### src/rtl/dcache_data_ctrl.sv
// Data-array controller for a direct-mapped D-cache line SRAM: arbitrates line fills,
// byte-masked stores and loads onto a single-port SRAM and returns extended load data.
//
// state   | meaning
// IDLE    | no load in flight; a load may be accepted
// RD_WAIT | SRAM read issued, sram_dout captured at the end of this cycle
// RSP     | load response held on ld_rsp_* until ld_rsp_ready
module dcache_data_ctrl #(
    parameter int INDEX_W = 6,
    parameter int LINE_W  = 128
) (
    input  logic                       clk,
    input  logic                       rst,
    input  logic                       fill_valid,
    output logic                       fill_ready,
    input  logic [INDEX_W-1:0]         fill_index,
    input  logic [LINE_W-1:0]          fill_data,
    input  logic                       st_valid,
    output logic                       st_ready,
    input  logic [INDEX_W-1:0]         st_index,
    input  logic [$clog2(LINE_W/8)-1:0] st_offset,
    input  logic [1:0]                 st_size,
    input  logic [63:0]                st_data,
    input  logic                       ld_valid,
    output logic                       ld_ready,
    input  logic [INDEX_W-1:0]         ld_index,
    input  logic [$clog2(LINE_W/8)-1:0] ld_offset,
    input  logic [1:0]                 ld_size,
    input  logic                       ld_signed,
    output logic                       ld_rsp_valid,
    input  logic                       ld_rsp_ready,
    output logic [63:0]                ld_rsp_data,
    output logic                       ld_rsp_err,
    output logic                       sram_csb,
    output logic                       sram_web,
    output logic [LINE_W/8-1:0]        sram_wmask,
    output logic [INDEX_W-1:0]         sram_addr,
    output logic [LINE_W-1:0]          sram_din,
    input  logic [LINE_W-1:0]          sram_dout
);
    localparam int LANES = LINE_W / 8;
    localparam int OFF_W = $clog2(LANES);

    typedef enum logic [1:0] {IDLE, RD_WAIT, RSP} state_t;
    state_t state_q, state_d;

    logic [OFF_W-1:0] ld_off_q;
    logic [1:0]       ld_size_q;
    logic             ld_signed_q;
    logic             ld_err_q;
    logic [63:0]      rsp_data_q;
    logic             rsp_err_q;

    logic [OFF_W-1:0] st_amask, ld_amask;
    logic             st_aligned, ld_aligned;
    logic [LANES-1:0] st_wmask;
    logic [LINE_W-1:0] st_din;
    logic [2:0]       lane;
    logic [63:0]      rd_bytes;
    logic [63:0]      ld_ext;
    logic             ld_fire;

    assign st_amask   = OFF_W'((32'd1 << st_size) - 32'd1);
    assign ld_amask   = OFF_W'((32'd1 << ld_size) - 32'd1);
    assign st_aligned = (st_offset & st_amask) == '0;
    assign ld_aligned = (ld_offset & ld_amask) == '0;
    assign st_wmask   = LANES'((32'd1 << (32'd1 << st_size)) - 32'd1) << st_offset;

    // Rotate the store data so that lane st_offset carries st_data[7:0].
    always_comb begin
        st_din = '0;
        lane   = '0;
        for (int i = 0; i < LANES; i++) begin
            lane = 3'(i - int'(st_offset));
            st_din[8*i +: 8] = st_data[8*lane +: 8];
        end
    end

    assign rd_bytes = 64'(sram_dout >> {ld_off_q, 3'b000});

    always_comb begin
        ld_ext = rd_bytes;
        case (ld_size_q)
            2'd0:    ld_ext = {{56{ld_signed_q & rd_bytes[7]}},  rd_bytes[7:0]};
            2'd1:    ld_ext = {{48{ld_signed_q & rd_bytes[15]}}, rd_bytes[15:0]};
            2'd2:    ld_ext = {{32{ld_signed_q & rd_bytes[31]}}, rd_bytes[31:0]};
            default: ld_ext = rd_bytes;
        endcase
    end

    always_comb begin
        fill_ready = 1'b0;
        st_ready   = 1'b0;
        ld_ready   = 1'b0;
        ld_fire    = 1'b0;
        sram_csb   = 1'b1;
        sram_web   = 1'b1;
        sram_wmask = '0;
        sram_addr  = '0;
        sram_din   = '0;
        state_d    = state_q;
        if (!rst) begin
            fill_ready = 1'b1;
            st_ready   = !fill_valid;
            ld_ready   = (state_q == IDLE) && !fill_valid && !st_valid;
            ld_fire    = ld_ready && ld_valid;
            if (fill_valid) begin
                sram_csb   = 1'b0;
                sram_web   = 1'b0;
                sram_wmask = '1;
                sram_addr  = fill_index;
                sram_din   = fill_data;
            end else if (st_valid) begin
                // a misaligned store is consumed but never reaches the array
                if (st_aligned) begin
                    sram_csb   = 1'b0;
                    sram_web   = 1'b0;
                    sram_wmask = st_wmask;
                    sram_addr  = st_index;
                    sram_din   = st_din;
                end
            end else if (ld_fire && ld_aligned) begin
                sram_csb  = 1'b0;
                sram_addr = ld_index;
            end
            case (state_q)
                IDLE:    if (ld_fire) state_d = RD_WAIT;
                RD_WAIT: state_d = RSP;
                RSP:     if (ld_rsp_ready) state_d = IDLE;
                default: state_d = IDLE;
            endcase
        end
    end

    always_ff @(posedge clk or posedge rst) begin
        if (rst) begin
            state_q     <= IDLE;
            ld_off_q    <= '0;
            ld_size_q   <= '0;
            ld_signed_q <= 1'b0;
            ld_err_q    <= 1'b0;
            rsp_data_q  <= '0;
            rsp_err_q   <= 1'b0;
        end else begin
            state_q <= state_d;
            if (ld_fire) begin
                ld_off_q    <= ld_offset;
                ld_size_q   <= ld_size;
                ld_signed_q <= ld_signed;
                ld_err_q    <= !ld_aligned;
            end
            if (state_q == RD_WAIT) begin
                rsp_data_q <= ld_err_q ? 64'd0 : ld_ext;
                rsp_err_q  <= ld_err_q;
            end
        end
    end

    assign ld_rsp_valid = (state_q == RSP);
    assign ld_rsp_data  = rsp_data_q;
    assign ld_rsp_err   = rsp_err_q;
endmodule

### config.mk
export PLATFORM = sky130hd
export DESIGN_NAME = dcache_data_ctrl
export DESIGN_NICKNAME = d
export VERILOG_FILES = /design/src/rtl/dcache_data_ctrl.sv
export SDC_FILE = /design/constraint.sdc
export NUM_CORES = 1
export LEC_CHECK = 0
export ABC_AREA = 0
export BUFFER_PORTS_ARGS = -buffer_cell sky130_fd_sc_hd__buf_4
export CAP_MARGIN = 20
export CORE_AREA = 3 3 221 223
export DETAILED_ROUTE_END_ITERATION = 16
export DIE_AREA = 0 0 224 226
export PLACE_DENSITY = 0.51
export SETUP_SLACK_MARGIN = 0.3
export SYNTH_ARGS = -nofsm -noshare
export SYNTH_HDL_FRONTEND = slang
export SYNTH_SLANG_ARGS = --single-unit
### constraint.sdc
create_clock -name clk -period 4.35 [get_ports clk]
set_input_delay 0.435 -clock clk [delete_from_list [all_inputs] [get_ports clk]]
set_output_delay 0.435 -clock clk [all_outputs]
set_load 0.005 [all_outputs]
==> impl_summary.txt, run 1 <==
----------------------------------------------------
[Run status]
  Result of the run ... complete, no violations

[Worst hold path]
  Startpoint of the most critical hold path ... ld_offset[3]
  Hold depth ... 2
  Min-Delay Endpoint ... ld_off_q[3]
  Worst min path class ... in -> reg

[Global routing]
  Vias in the first global route ... 13340
  Grt total ovfl ... 0
  Antenna violations before repair ... 17
  GRT Resource Usage Total ... 25.35%
  Pin count of the biggest net entering global routing ... 98
  Global-route wire length before repair ... 95110 microns

[Worst setup path]
  Arrival time at the worst endpoint ... 3.34 ns
  Kind of start point of the critical path ... primary input
  FF-to-FF End ... ld_rsp_data[55]
  Worst reg2reg path depth ... 5
  Type of the worst setup path ... in -> out
  Worst-case register-to-register setup slack ... 1.28 ns
  Worst setup EP type ... primary output
  Origin of the critical flop-to-flop path ... ld_off_q[3]
  Max FO, Critical Path ... 31
  Critical path required time ... 3.91 ns

[Clock network]
  Number of buffers inserted for hold repair after clock tree synthesis ... 0
  Clock sink count ... 75
  TritonCTS clock tree ... yes
  Clock Latency Late Sink ... 0.36 ns
  Htree depth ... 3
  Post-cts resize count ... 0
  Setup fix buffers added after clock tree synthesis ... 0
  Register clock-pin slew on the reported worst setup and hold paths ... 0.06 ns
  Maximum clock path buffer count ... 2
  Total clock buffers created by CTS ... 9
  Cell at the root of the clock tree ... clkbuf_16

[Yosys]
  Net count after synthesis ... 1777
  Top flip-flop cell by instance count after synthesis ... dfrtp_1
  Instance count of the mapped netlist ... 1415
  Largest area contributor in the synthesized netlist ... mux4_2
  Synth cell types ... 55
  Most area-consuming cells after synthesis ... mux4_2 (28%), dfrtp_1 (16%), a21oi_1 (10%)
  Most used standard cell by instance count after synthesis ... a21oi_1
  Number of flops mapped to enable cells by yosys ... 0
  Synthesis-stage register bit count ... 75
  Synth warn ... 0
  Total standard cell area after synthesis ... 12070 sq um
  Area share of the largest cell type after synthesis ... 28.18%
  Synthesized area per cell ... 8.529 sq um
  List of most frequent post-synthesis cells ... a21oi_1 (247), mux4_2 (151), nand2_1 (144)
  Share of flip-flops with an asynchronous set or reset after synthesis ... 100.0%
  Sequential cell area fraction in the yosys report ... 15.55%

[STA]
  Worst slew margin relative to its limit ... 28.42%
  Minimum hold slack ... 0.3260 ns
  Post-layout minimum cycle time ... 3.775 ns
  Worst Tran Pin Value ... 1.071 ns
  Final cycle utilization of the critical path ... 86.78%
  Accumulated negative setup slack ... 0 ns
  Pins Over Slew Limit ... 0
  Hold violation count in the final report ... 0
  RSZ-0062 raised after global routing ... false
  Max Clock Freq ... 264.9 MHz
  Final-report setup violation count ... 0
  Post-route clock skew ... 0.01707 ns

[Detailed routing]
  Vias after detailed routing ... 13747
  Final routed wire length divided by cell count ... 26.91 microns
  Final wirelength ... 67910 microns
  Number of DRC markers in iteration 0 ... 1113
  DRT Pass-1 Iters ... 5
  Number of nets still failing antenna checks after routing ... 0
  Via/cell ratio ... 5.449
  DRC ... 0

[Cells and area]
  Area used by sequential logic in the layout ... 1889 sq um
  Footprint of the multi-input gates ... 8950 sq um
  Area Growth Syn to Fin ... 41.60%
  Share of layout cells above drive strength 1 ... 42.81%
  Final-stage net count ... 2256
  Fill cell instance count of the final layout ... 4914

[Power]
  Cell area power density ... 337.7 nW/um^2
  Leakage ... 8.088 nW
  Switching share of total power ... 44.27%
  Internal cell power ... 3.217 mW
  Clk pwr share ... 13.3%
  Fraction of power consumed by combinational cells ... 65.3%
  Sequential cell fraction of total power ... 21.5%
  Maximum ir drop on the vdd rail ... 0.3218 mV
  Total net switching power ... 2.555 mW

[Die]
  Die area ... 50620 sq um
  Site row count ... 79
  Boundary Pins ... 578
  Overall die height ... 226 microns
  Starting utilization of the core area ... 25.81%
  Chip Width ... 224 microns
  Core Footprint ... 46750 sq um

[Place]
  Quantity of I/O buffers inserted on ports ... 577
  Placed wire-length estimate ... 55980 microns
  GPL Wtd Cong ... 1.065

[Flow run]
  Count of max-cap constraint violations ... 0

----------------------------------------------------
[metrics by stage]
step	cells	area, sq um	utilization [%]	power (mW)	setup WS, ns
after floorplan	1415	12070	-	3.497	1.180
after global placement	2490	16750	35.83	4.976	0.6213
after detailed placement	2490	16750	35.83	4.995	0.5216
after CTS	2506	17050	36.46	5.777	0.5248
after global routing	2518	17080	36.53	6.113	0.3572
final	2523	17090	36.55	5.772	0.5753
[logic make-up after synthesis]
group,Yosys count,synth area share [%]
buf+inv,284,10.35
mux,297,40.59
fa+ha+maj,5,0.5183
simple gates,269,9.704
flops,75,15.55
xor+xnor,6,0.4355
compound gates,479,22.86
[registers in the layout, summed over array words and instances, names as in the netlist]
register	cells
ld_err_q	1
ld_off_q	4
ld_signed_q	1
ld_rsp_err	1
ld_size_q	2
ld_rsp_data	64
state_q	2
[critical path: stages]
cell       delay [ns]
buf_4            0.15
nor2_1           0.19
ha_1             0.30
o2111ai_1        0.39
a21o_2           0.60
buf_4            0.34
a21oi_1          0.08
o21ai_0          0.59
a21oi_1          0.09
buf_4            0.17
[metal layers]
layer	wire [microns]	up-vias	global-route usage, %
met5	20	-	0
met4	1912	2	8.089
met3	4217	69	3.458
met2	32940	624	42.57
met1	28810	6817	33.90
li1	-	6235	-
[placed cells by master (no fill, tap or decap), types with 8 or more instances in the layout]
master | Yosys | final
diode_2 | 0 | 17
a21oi_1 | 247 | 247
inv_1 | 139 | 138
mux2i_1 | 123 | 123
o21ai_0 | 124 | 124
clkbuf_16 | 0 | 9
nor2b_1 | 14 | 14
dfrtp_1 | 75 | 71
a221oi_1 | 10 | 10
mux4_2 | 151 | 151
nand3_1 | 14 | 14
o221ai_1 | 8 | 8
nor2_1 | 57 | 56
buf_4 | 12 | 609
nor3_1 | 14 | 14
mux2_2 | 19 | 19
a22o_1 | 40 | 40
a211oi_1 | 9 | 9
nand2_1 | 144 | 144
nand2b_1 | 10 | 9
a22oi_1 | 15 | 15
[power groups by stage]
stage | Sequential (mW) | Combinational, mW | Clock [mW]
floorplan | 1.06 | 2.43 | 0
finish | 1.24 | 3.77 | 0.766
global route | 1.28 | 4.04 | 0.802
CTS | 1.24 | 3.76 | 0.779
detailed placement | 1.24 | 3.75 | 0
global placement | 1.24 | 3.73 | 0
[worst max path at each step]
stage | start | endpoint | cells past startpoint
floorplan | st_offset[0] | sram_din[119] | 12
global placement | st_size[1] | sram_din[82] | 10
detailed placement | st_size[1] | sram_din[82] | 10
CTS | st_size[1] | sram_din[82] | 10
global route | st_size[1] | sram_din[82] | 10
finish | st_size[1] | sram_din[82] | 10
[final cells by class]
cell class	count	area share, %
clock inverters	7	0.4100
clock buffers	9	1.318
inverters	140	3.104
repair buffers	612	27.05
multi-input cells	1056	52.37
diodes	17	0.2489
flip-flops and latches	75	11.05
well taps	607	4.444
Note: power is estimated with default switching activity, not from simulation.
==> run 2, diff against run 1 <==
Settings changed: GPL_TIMING_DRIVEN set to 0.
==> impl_summary.txt, run 2 (same netlist as run 1, synthesis figures left out) <==
----------------------------------------------------
[Detailed routing]
  Final routed wire length divided by cell count ... 30.31 microns
  Vias after detailed routing ... 15148
  Via/cell ratio ... 5.784
  DRT Pass-1 Iters ... 5
  Final wirelength ... 79380 microns
  DRC ... 0
  Number of DRC markers in iteration 0 ... 1455
  Number of nets still failing antenna checks after routing ... 0

[STA]
  RSZ-0062 raised after global routing ... true
  Worst Tran Pin Value ... 0.9145 ns
  Pins Over Slew Limit ... 0
  Final-report setup violation count ... 0
  Final cycle utilization of the critical path ... 91.75%
  Worst slew margin relative to its limit ... 39.03%
  Post-layout minimum cycle time ... 3.991 ns
  Hold violation count in the final report ... 0
  Max Clock Freq ... 250.5 MHz
  Post-layout worst setup margin ... 0.3588 ns
  Post-route clock skew ... 0.02114 ns

[Die]
  Site row count ... 79
  Overall die height ... 226 microns
  Die area ... 50620 sq um
  Starting utilization of the core area ... 25.81%
  Core Footprint ... 46750 sq um
  Boundary Pins ... 578
  Chip Width ... 224 microns

[Worst setup path]
  Type of the worst setup path ... in -> out
  Max FO, Critical Path ... 10
  Kind of start point of the critical path ... primary input
  Worst setup EP type ... primary output
  Critical path required time ... 3.91 ns
  Arrival time at the worst endpoint ... 3.56 ns

[Place]
  Placed Instance Area ... 17200 sq um
  Worst setup slack before clock tree synthesis ... -0.1778 ns
  Placed cell count ... 2601
  Placed wire-length estimate ... 65970 microns
  Quantity of I/O buffers inserted on ports ... 575
  GPL Wtd Cong ... 0.9992

[Power]
  Post-route total power ... 6.318 mW
  Cell area power density ... 359.6 nW/um^2
  Maximum ir drop on the vdd rail ... 0.1957 mV
  Leakage ... 8.332 nW

[Clock network]
  Maximum clock path buffer count ... 2
  Clock sink count ... 75
  TritonCTS clock tree ... yes
  Cell at the root of the clock tree ... clkbuf_16
  Register clock-pin slew on the reported worst setup and hold paths ... 0.07 ns
  Total clock buffers created by CTS ... 9
  Clock Latency Late Sink ... 0.37 ns
  Setup fix buffers added after clock tree synthesis ... 0
  Htree depth ... 3

[Global routing]
  Vias in the first global route ... 14882
  Antenna violations before repair ... 4
  Grt total ovfl ... 0
  GRT Resource Usage Total ... 29.81%
  Pin count of the biggest net entering global routing ... 59
  Global-route wire length before repair ... 109400 microns

[Cells and area]
  Commonest cells after routing, fill and taps aside ... buf_4 (590), a21oi_1 (241), mux4_2 (151)
  Design Area, Final ... 17570 sq um
  Share of layout cells above drive strength 1 ... 42.19%
  Most frequent standard cell in the layout excluding fill and tap cells ... buf_4
  Final-stage net count ... 2367
  Largest register FFs ... 64
  Cell Count, Final, Fillers Out ... 2619
  Area Growth Syn to Fin ... 45.57%

[Run status]
  Result of the run ... complete, no violations

[Flow run]
  Count of max-cap constraint violations ... 0

[Worst hold path]
  Worst min path class ... in -> reg

----------------------------------------------------
-- run 2: cell types whose count changed in the layout (fill, tap and decap cells not counted), sizes merged --
cell	delta
diode	-15
buf	+38
clkbuf	+73
-- run 2: worst max-delay path, cell delays in order --
cell and delay, ns:
buf_4 0.08, clkbuf_1 0.36, and2_1 0.27, inv_1 0.14, ha_1 0.40, inv_1 0.10, a21o_1 0.18, clkbuf_2 0.22
buf_2 0.25, a21oi_1 0.14, o21ai_0 0.16, a21oi_1 0.56, buf_4 0.22
-- run 2: area by class of cell --
class	instances	area [sq um]
multi-input combinational	1056	9004
antenna	2	5.005
timing repair buffer	579	4364
buffer	144	739.5
sequential	75	1877
fill	4911	29180
inverter	140	525.5
clock buffer	9	225.2
clock inverter	7	70.07
tap	607	759.5
-- run 2: final timing paths --
check / cells past startpoint / slack (ns) / to / from
hold / removal: 2 / 0.32 / ld_off_q[1] / ld_offset[1]
setup reg to reg: 10 / 1.22 / ld_rsp_data[19] / ld_off_q[1]
max in group asynchronous: 5 / 2.30 / ld_rsp_data[4] / rst
hold reg to reg: 2 / 0.50 / ld_rsp_data[18] / ld_rsp_data[18]
min in group asynchronous: 4 / 1.39 / ld_rsp_data[25] / rst
setup / recovery: 13 / 0.36 / sram_din[13] / st_size[1]
-- run 2: layer usage --
metal	part of all wire (%)	up-vias	global-route usage (%)	wire, microns
li1	-	6435	-	-
met1	39	7482	38.20	30780
met3	8.9	155	5.304	7097
met2	48	1074	50.90	38480
met5	0.016	-	0	13
met4	3.8	2	10.03	3006
-- run 2: per-stage QoR --
stage          hold WS [ns]  util [%]  setup TNS [ns]
3_3_place_gp         0.4735     36.67          -10.92
2_1_floorplan        0.4726         -               0
4_1_cts              0.3181     37.44               0
6_report             0.3239     37.58               0
5_1_grt              0.3164     37.58               0
3_5_place_dp         0.4902     36.78          -1.047
-- run 2: power breakdown --
group          total (mW)  switching, mW  internal, mW
combinational        4.40           2.41          2.00
sequential           1.13          0.212         0.918
clock               0.786          0.382         0.404
-- run 2: what timing repair did --
| action | CTS | global route |
|---|---|---|
| setup endpoints to repair | 82 | 67 |
| resized for setup | 15 | 32 |
| hold endpoints to repair | 0 | 0 |
| pin swaps | 0 | 0 |
| hold buffers | 0 | 0 |
